===== config.mk =====
export PLATFORM = sky130hd
export DESIGN_NAME = cpu_bus_master
export DESIGN_NICKNAME = d
export VERILOG_FILES = /design/src/rtl/cpu_bus_master.sv
export SDC_FILE = /design/constraint.sdc
export NUM_CORES = 1
export LEC_CHECK = 0
export CAP_MARGIN = 25
export CORE_MARGIN = 10
export CORE_UTILIZATION = 35
export DETAILED_ROUTE_END_ITERATION = 8
export GPL_TIMING_DRIVEN = 1
export PLACE_DENSITY = 0.78
export SLEW_MARGIN = 15
export SYNTH_ARGS = -nofsm -noshare
export SYNTH_HDL_FRONTEND = slang
export SYNTH_SLANG_ARGS = --single-unit

===== constraint.sdc =====
create_clock -name clk -period 3.45 [get_ports clk]
set_input_delay 0.69 -clock clk [delete_from_list [all_inputs] [get_ports clk]]
set_output_delay 0.69 -clock clk [all_outputs]
set_load 0.01 [all_outputs]

===== src/rtl/cpu_bus_master.sv =====
// cpu_bus_master - initiator side of the CPU memory bus.
//
// Accepts one load/store at a time from the CPU pipeline, drives it onto the
// bus (address/wdata/WLEN/EN_N), waits for READY from the responder and
// returns a one-cycle response with sign/zero-extended load data. Misaligned
// accesses, the reserved size code and bus timeouts return an error response.
//
// Ports:
//   clk, rst_n                 clock (rising edge), async active-low reset
//   req_valid/req_ready        request handshake (ready == master idle)
//   req_we/size/signed         access kind: store/load, byte/half/word, sign
//   req_addr/req_wdata         byte address, low-justified store data
//   resp_valid/rdata/err       one-cycle response pulse, data, error flag
//   address/wdata/WLEN/EN_N    bus request (EN_N active low)
//   READY/rdata                bus responder completion and read data
`timescale 1ns/1ps

module cpu_bus_master #(
  parameter int MIN_WAIT = 2,
  parameter int TIMEOUT  = 1024
) (
  input  logic        clk,
  input  logic        rst_n,
  input  logic        req_valid,
  output logic        req_ready,
  input  logic        req_we,
  input  logic [1:0]  req_size,
  input  logic        req_signed,
  input  logic [31:0] req_addr,
  input  logic [31:0] req_wdata,
  output logic        resp_valid,
  output logic [31:0] resp_rdata,
  output logic        resp_err,
  output logic [31:0] address,
  output logic [31:0] wdata,
  output logic [1:0]  WLEN,
  output logic        EN_N,
  input  logic        READY,
  input  logic [31:0] rdata
);

  localparam int CNT_W = (TIMEOUT > 2) ? $clog2(TIMEOUT) : 1;

  typedef enum logic [1:0] {
    S_IDLE    = 2'b00,
    S_BUSY    = 2'b01,
    S_ERR     = 2'b10,
    S_RECOVER = 2'b11
  } state_t;

  state_t             r_state, w_state_nxt;
  logic [31:0]        r_address, w_address_nxt;
  logic [31:0]        r_wdata, w_wdata_nxt;
  logic [1:0]         r_wlen, w_wlen_nxt;
  logic               r_en_n, w_en_n_nxt;
  logic               r_resp_valid, w_resp_valid_nxt;
  logic [31:0]        r_resp_rdata, w_resp_rdata_nxt;
  logic               r_resp_err, w_resp_err_nxt;
  logic [CNT_W-1:0]   r_wait_cnt, w_wait_cnt_nxt;
  logic [1:0]         r_size, w_size_nxt;
  logic               r_signed, w_signed_nxt;
  logic               r_we, w_we_nxt;
  logic               w_ready_ok;
  logic               w_timeout;

  // Load data extension by access size.
  function automatic logic [31:0] extend_load(input logic [1:0] size,
                                              input logic sgn,
                                              input logic [31:0] d);
    logic [31:0] v;
    case (size)
      2'b00:   v = sgn ? {{24{d[7]}}, d[7:0]}   : {24'h000000, d[7:0]};
      2'b01:   v = sgn ? {{16{d[15]}}, d[15:0]} : {16'h0000, d[15:0]};
      default: v = d;
    endcase
    return v;
  endfunction

  // Reserved size code or an address not aligned to the access size.
  function automatic logic bad_request(input logic [1:0] size,
                                       input logic [1:0] lsb);
    logic bad;
    case (size)
      2'b00:   bad = 1'b0;
      2'b01:   bad = lsb[0];
      2'b10:   bad = (lsb != 2'b00);
      default: bad = 1'b1;
    endcase
    return bad;
  endfunction

  assign req_ready  = (r_state == S_IDLE);
  assign resp_valid = r_resp_valid;
  assign resp_rdata = r_resp_rdata;
  assign resp_err   = r_resp_err;
  assign address    = r_address;
  assign wdata      = r_wdata;
  assign WLEN       = r_wlen;
  assign EN_N       = r_en_n;

  // READY from the responder is registered on its side, so it may still be
  // high from the previous transfer; it only counts after MIN_WAIT cycles.
  assign w_ready_ok = READY && (r_wait_cnt >= CNT_W'(MIN_WAIT));
  assign w_timeout  = (r_wait_cnt == CNT_W'(TIMEOUT - 1));

  // Next-state and next-output logic.
  always_comb begin
    w_state_nxt      = r_state;
    w_address_nxt    = r_address;
    w_wdata_nxt      = r_wdata;
    w_wlen_nxt       = r_wlen;
    w_en_n_nxt       = r_en_n;
    w_resp_valid_nxt = 1'b0;
    w_resp_rdata_nxt = r_resp_rdata;
    w_resp_err_nxt   = r_resp_err;
    w_wait_cnt_nxt   = r_wait_cnt;
    w_size_nxt       = r_size;
    w_signed_nxt     = r_signed;
    w_we_nxt         = r_we;
    case (r_state)
      S_IDLE: begin
        if (req_valid) begin
          if (bad_request(req_size, req_addr[1:0])) begin
            w_state_nxt      = S_ERR;
            w_resp_valid_nxt = 1'b1;
            w_resp_err_nxt   = 1'b1;
            w_resp_rdata_nxt = 32'h0000_0000;
          end else begin
            w_state_nxt    = S_BUSY;
            w_address_nxt  = req_addr;
            w_wdata_nxt    = req_wdata;
            // Store WLEN codes are size+1 (01 byte, 10 half, 11 word).
            w_wlen_nxt     = req_we ? (req_size + 2'd1) : 2'b00;
            w_en_n_nxt     = 1'b0;
            w_wait_cnt_nxt = {CNT_W{1'b0}};
            w_size_nxt     = req_size;
            w_signed_nxt   = req_signed;
            w_we_nxt       = req_we;
          end
        end else begin
          w_state_nxt = S_IDLE;
        end
      end
      S_BUSY: begin
        if (w_ready_ok) begin
          w_state_nxt      = S_RECOVER;
          w_resp_valid_nxt = 1'b1;
          w_resp_err_nxt   = 1'b0;
          w_resp_rdata_nxt = r_we ? 32'h0000_0000 : extend_load(r_size, r_signed, rdata);
          w_en_n_nxt       = 1'b1;
          w_wlen_nxt       = 2'b00;
        end else if (w_timeout) begin
          w_state_nxt      = S_RECOVER;
          w_resp_valid_nxt = 1'b1;
          w_resp_err_nxt   = 1'b1;
          w_resp_rdata_nxt = 32'h0000_0000;
          w_en_n_nxt       = 1'b1;
          w_wlen_nxt       = 2'b00;
        end else begin
          w_wait_cnt_nxt = r_wait_cnt + {{(CNT_W-1){1'b0}}, 1'b1};
        end
      end
      S_ERR:     w_state_nxt = S_IDLE;
      S_RECOVER: w_state_nxt = S_IDLE;
      default: begin
        w_state_nxt = S_IDLE;
        w_en_n_nxt  = 1'b1;
        w_wlen_nxt  = 2'b00;
      end
    endcase
  end

  // State and registered outputs; reset releases the bus immediately.
  always_ff @(posedge clk or negedge rst_n) begin
    if (!rst_n) begin
      r_state      <= S_IDLE;
      r_address    <= 32'h0000_0000;
      r_wdata      <= 32'h0000_0000;
      r_wlen       <= 2'b00;
      r_en_n       <= 1'b1;
      r_resp_valid <= 1'b0;
      r_resp_rdata <= 32'h0000_0000;
      r_resp_err   <= 1'b0;
      r_wait_cnt   <= {CNT_W{1'b0}};
      r_size       <= 2'b00;
      r_signed     <= 1'b0;
      r_we         <= 1'b0;
    end else begin
      r_state      <= w_state_nxt;
      r_address    <= w_address_nxt;
      r_wdata      <= w_wdata_nxt;
      r_wlen       <= w_wlen_nxt;
      r_en_n       <= w_en_n_nxt;
      r_resp_valid <= w_resp_valid_nxt;
      r_resp_rdata <= w_resp_rdata_nxt;
      r_resp_err   <= w_resp_err_nxt;
      r_wait_cnt   <= w_wait_cnt_nxt;
      r_size       <= w_size_nxt;
      r_signed     <= w_signed_nxt;
      r_we         <= w_we_nxt;
    end
  end

endmodule

======== After elaboration in Yosys (flattened, before gate mapping) ========
Cells that the tools add are included.
storage, ports and cells
  flip-flop bits (word level) ............. 117
  output and inout bits ................... 102
  input port bits ......................... 104
  word-level logic and storage cells ...... 82
operators by class
  muxes and demuxes ....................... 42
  reductions and logical operators ........ 11
  add/sub/neg operators ................... 2
  bitwise gates (word level) .............. 1
  eq/ne operators ......................... 13
  magnitude comparators ................... 1
operator list
  operator                 count
  $mux W32                 7
  $pmux W32 S2             2
  $mux W10                 4
  $pmux W10 S2             1
  $mux W2                  9
  $mux W1                  13
  $add A10 B1 Y10 const B  1
  $eq A10 B10 Y1 const B   1
  $ge A10 B2 Y1 const B    1
  $ne A2 B2 Y1 const B     4
  $reduce_and A4 Y1        2
  $eq A2 B1 Y1 const B     3
  $eq A2 B2 Y1 const B     3
  $logic_not A2 Y1         3
  $pmux W1 S2              3
  $pmux W2 S3              1
  $reduce_and A5 Y1        1
  $pmux W2 S2              1
  $reduce_bool A2 Y1       2
  $ne A3 B3 Y1 const B     1
  $pmux W1 S3              1
  $reduce_and A3 Y1        1
  $add A2 B1 Y2 const B    1
  $ne A2 B1 Y1 const B     1
  other kinds (3)          3

======== Depth between registers and ports, before layout ========
  depth after elaboration ................. 7
  mapped depth ............................ 8
  mapped depth without buffers ............ 6

======== Worst setup path after synthesis ========
OpenSTA, ideal clock, no wires.
  path type ............................... input to register
  from .................................... input port req_size[0]
  to ...................................... register r_wdata[28] (netlist: wdata[28])
  setup slack ............................. 1.311 ns
  cell stages on the path ................. 7
  data arrival time ....................... 2.012 ns
  buffers on the path ..................... 2
  library setup time ...................... 0.128 ns
  required time ........................... 3.322 ns
  cells stage by stage .................... inv_1 -> ha_1 -> a211oi_1 -> o21ai_1 -> buf_2 -> buf_2 -> mux2_1
on the way
  word-level cells in the longest chain between the ends .. 6
  elaborated cells between the ends (all ways) .. 8
  those cells by class .................... 2 x eq/ne; 3 x mux; 1 x bitwise; 2 x reduce/logical
ends and longest elaborated chain
  item                                        line  text
  start, declared                             27    input logic [1:0] req_size,
  $eq A2 B2 Y1, or another cell as far along  83    case (size)
  $pmux W1 S3 (*)                             83
  $mux W1 (*)                                 122   if (req_valid) begin
  $mux W1 (*)                                 120   case (r_state)
  $not A1 Y1 (no line) (*)                    --
  $reduce_and A3 Y1 (no line) (*)             --
  end signal, assigned                        191   r_wdata <= w_wdata_nxt;
  end, declared                               53    logic [31:0] r_wdata, w_wdata_nxt;
Every way passes the cells marked *; elsewhere a longest branch is shown, timed or not. The select of a mux whose other input is x is not followed.
A chain may end at the register's enable or synchronous reset.

======== Worst setup path after layout ========
  from .................................... input port req_size[0]
  to ...................................... register r_resp_rdata[8] (netlist: resp_rdata[8])
on the way
  word-level cells in the longest chain between the ends .. 6
  elaborated cells between the ends (all ways) .. 8
  those cells by class .................... 3 x eq/ne; 3 x mux; 2 x reduce/logical
ends and longest elaborated chain
  item                                        line  text
  $eq A2 B2 Y1, or another cell as far along  83
  $pmux W1 S3 (*)                             83
  $mux W1 (*)                                 122
  $mux W1 (*)                                 120
  $ne A2 B1 Y1 (no line) (*)                  --
  $reduce_and A4 Y1 (no line) (*)             --
  end signal, assigned                        195   r_resp_rdata <= w_resp_rdata_nxt;
  end, declared                               57    logic [31:0] r_resp_rdata, w_resp_rdata_nxt;
Marked as above.

==> results.py <==
metrics = {
    "cells_and_area": {
        "final_common_cell": "clkdlybuf4s50_1",
        "final_cell_mix": "clkdlybuf4s50_1, dfrtp_1, mux2_2",
        "area_growth_pct": 59.3,
        "final_core_util": 0.565,
        "final_area_mm2": 0.00778,
        "layout-drive-gt1-share": 0.194,
        "nNetsFinal": 678,
        "finalNonFillerCells": 762,
    },
    "drt": {
        "viasPerCell": 4.98,
        "wirelength_um": 14600,
        "drt-initial-drc-count": 247,
        "postRouteAntennaNets": 0,
        "via_count": 3791,
        "first_pass_iters": 4,
        "wire_per_inst_um": 19.1,
        "drc": 0,
    },
    "clock_tree": {
        "clk_latency_ns": 0.41,
        "clk_pin_slew_ns": 0.05,
        "clock_sinks": 117,
        "cts_setup_buffers": 0,
        "cts_tree": "yes",
        "clk_path_buf_depth": 2,
        "cts_buffers": 17,
        "cts-resized-gates": 0,
        "hold_buffers": 0,
        "clockRootBuffer": "clkbuf_16",
        "htreeDepth": 4,
    },
    "floorplanning": {
        "io_pins": 206,
        "start_util": 0.355,
        "die_h_um": 138,
        "dieArea_mm2": 0.0191,
        "die_w_um": 138,
        "rows": 43,
        "core_mm2": 0.0138,
    },
    "setup_path": {
        "required_ns": 3.79,
        "crit_arrival_ns": 3.06,
        "path_delay_family": "buffers and inverters",
        "critical_path.startpoint_type": "input pin",
        "critPathKind": "in2reg",
        "critPathCaptureType": "flop",
        "cp_num_buf_inv": 3,
        "critPathSlowestCell": "clkdlybuf4s50_1",
        "cpPeakStageDelay_ns": 0.53,
        "crit_chain": "clkdlybuf4s50_1 -> inv_1 -> ha_1 -> a211oi_1 -> nor2_1 -> a221oi_4 -> buf_4 -> a22o_1",
        "crit_path_max_fanout": 34,
    },
    "sta": {
        "slew_violations": 0,
        "fmax_mhz": 368,
        "hold_viol": 0,
        "period_share": 0.788,
        "fin_tns_setup_ns": 0,
        "maxSlewHeadroom": 0.452,
        "finalWorstSetupSlack_ns": 0.732,
        "clock-skew-final_ns": 0.00752,
        "hold_ws_ns": 0.371,
        "fin_crit_ns": 2.72,
        "final-setup-viol-count": 0,
        "rsz0062_at_grt": "false",
        "tightest_slew_ns": 0.822,
    },
    "yosys": {
        "yosys.area.top_type": "dfrtp_1",
        "seq_area_frac_synth": 0.600,
        "yosysWarnings": 0,
        "synth-seq-cells": 117,
        "async_flop_share": 1.00,
        "synth_cell_type_count": 46,
        "synthesis.nets": 468,
        "synth_area_leaders": "dfrtp_1, mux2_2, a22o_1",
        "synth_area_mm2": 0.00488,
        "synth_area_per_cell_um2": 13.6,
        "yosysTopAreaCellShare": 0.594,
        "synth_edf_count": 0,
        "synthFlopType": "dfrtp_1",
        "syn_inst": 359,
    },
    "global_route": {
        "overflow": 0,
        "antenna_found_initial": 2,
        "grt_pass1_wl_um": 23600,
        "grt_max_degree": 63,
        "grt_pass1_vias": 4096,
        "grt_use_total": 0.153,
    },
    "placed_design": {
        "placed_area_mm2": 0.00714,
        "place_ws_ns": 0.323,
        "numPortBuffers": 205,
        "dp.cells": 730,
        "gp_congestion": 0.812,
        "dp.final_hpwl_um": 10900,
    },
    "power_and_ir_drop": {
        "powerDensity_mw_per_mm2": 908,
        "total_power_mw": 7.07,
        "vdd_ir_drop_max_uv": 512,
        "leakagePower_nw": 3.26,
    },
    "status": {
        "status": "finished clean",
    },
    "hold_path": {
        "hp-class": "in2async",
    },
    "job": {
        "max-cap-violations": 0,
    },
}
## worst paths after layout
check                                           from                         to  slack, ns  cells past startpoint
setup / recovery                         req_size[0]  resp_rdata[8]$_DFFE_PN0P_       0.73                      8
hold / removal                                 rst_n      wdata[23]$_DFFE_PN0P_       0.37                      1
setup reg to reg           r_wait_cnt[1]$_DFFE_PN0P_  r_wait_cnt[3]$_DFFE_PN0P_       1.17                      6
hold reg to reg            resp_rdata[3]$_DFFE_PN0P_  resp_rdata[3]$_DFFE_PN0P_       0.49                      1
max in group asynchronous                      rst_n           EN_N$_DFFE_PN1P_       2.25                      2
min in group clk           resp_rdata[3]$_DFFE_PN0P_  resp_rdata[3]$_DFFE_PN0P_       0.49                      1
## where the power goes
part / internal [mW] / switching (mW)
clock network: 1.31 / 0.595
registers: 1.97 / 0.407
logic: 1.65 / 1.13
total: 4.93 / 2.13
## cell usage after synthesis (all sizes together), types with 4 or more instances
| cell | n |
|---|---|
| ha | 5 |
| inv | 10 |
| nand4 | 4 |
| buf | 10 |
| nor2 | 5 |
| nand2 | 14 |
| a21oi | 13 |
| o21ai | 13 |
| nand2b | 17 |
| a32o | 8 |
| nor4 | 4 |
| a22o | 24 |
| dfrtp | 116 |
| mux2 | 66 |
| clkbuf | 11 |
## logic make-up after synthesis
kind of cell,synth area share
AOI/OAI and AO/OA,0.121
adders and majority gates,0.0128
buffers and inverters,0.0307
DFF,0.600
muxes,0.158
and+or+nand+nor,0.0769
## worst register-to-register path, stage by stage (launching register included)
cell and delay (ns):
dfrtp_1 0.45, ha_1 0.25, nor4_2 0.44, a31oi_1 0.26, buf_4 0.24, o311ai_0 0.33, o41ai_1 0.15
## routing by layer
| metal | vias to the layer above | wire, um | GRT usage |
|---|---|---|---|
| li1 | 1747 | - | - |
| met1 | 1867 | 5570 | 0.162 |
| met2 | 149 | 7260 | 0.252 |
| met3 | 26 | 1480 | 0.0853 |
| met4 | 2 | 260 | 0.0533 |
| met5 | - | 13 | 0 |
## sequential cells by signal, indices dropped and copies added (netlist names)
register / flops
resp_rdata: 32
r_size: 2
resp_valid: 1
wdata: 32
address: 32
resp_err: 1
EN_N: 1
r_we: 1
r_state: 2
r_wait_cnt: 10
r_signed: 1
WLEN: 2
## final cells by class
cell class / count / area [um^2]
repair buffers: 212 / 2110
flip-flops and latches: 117 / 2930
clock buffers: 21 / 460
clock inverters: 10 / 178
well taps: 180 / 225
diodes: 1 / 2.50
inverters: 10 / 37.5
multi-input cells: 211 / 1830
fillers: 1188 / 5990
(Power assumes the default switching activity.)
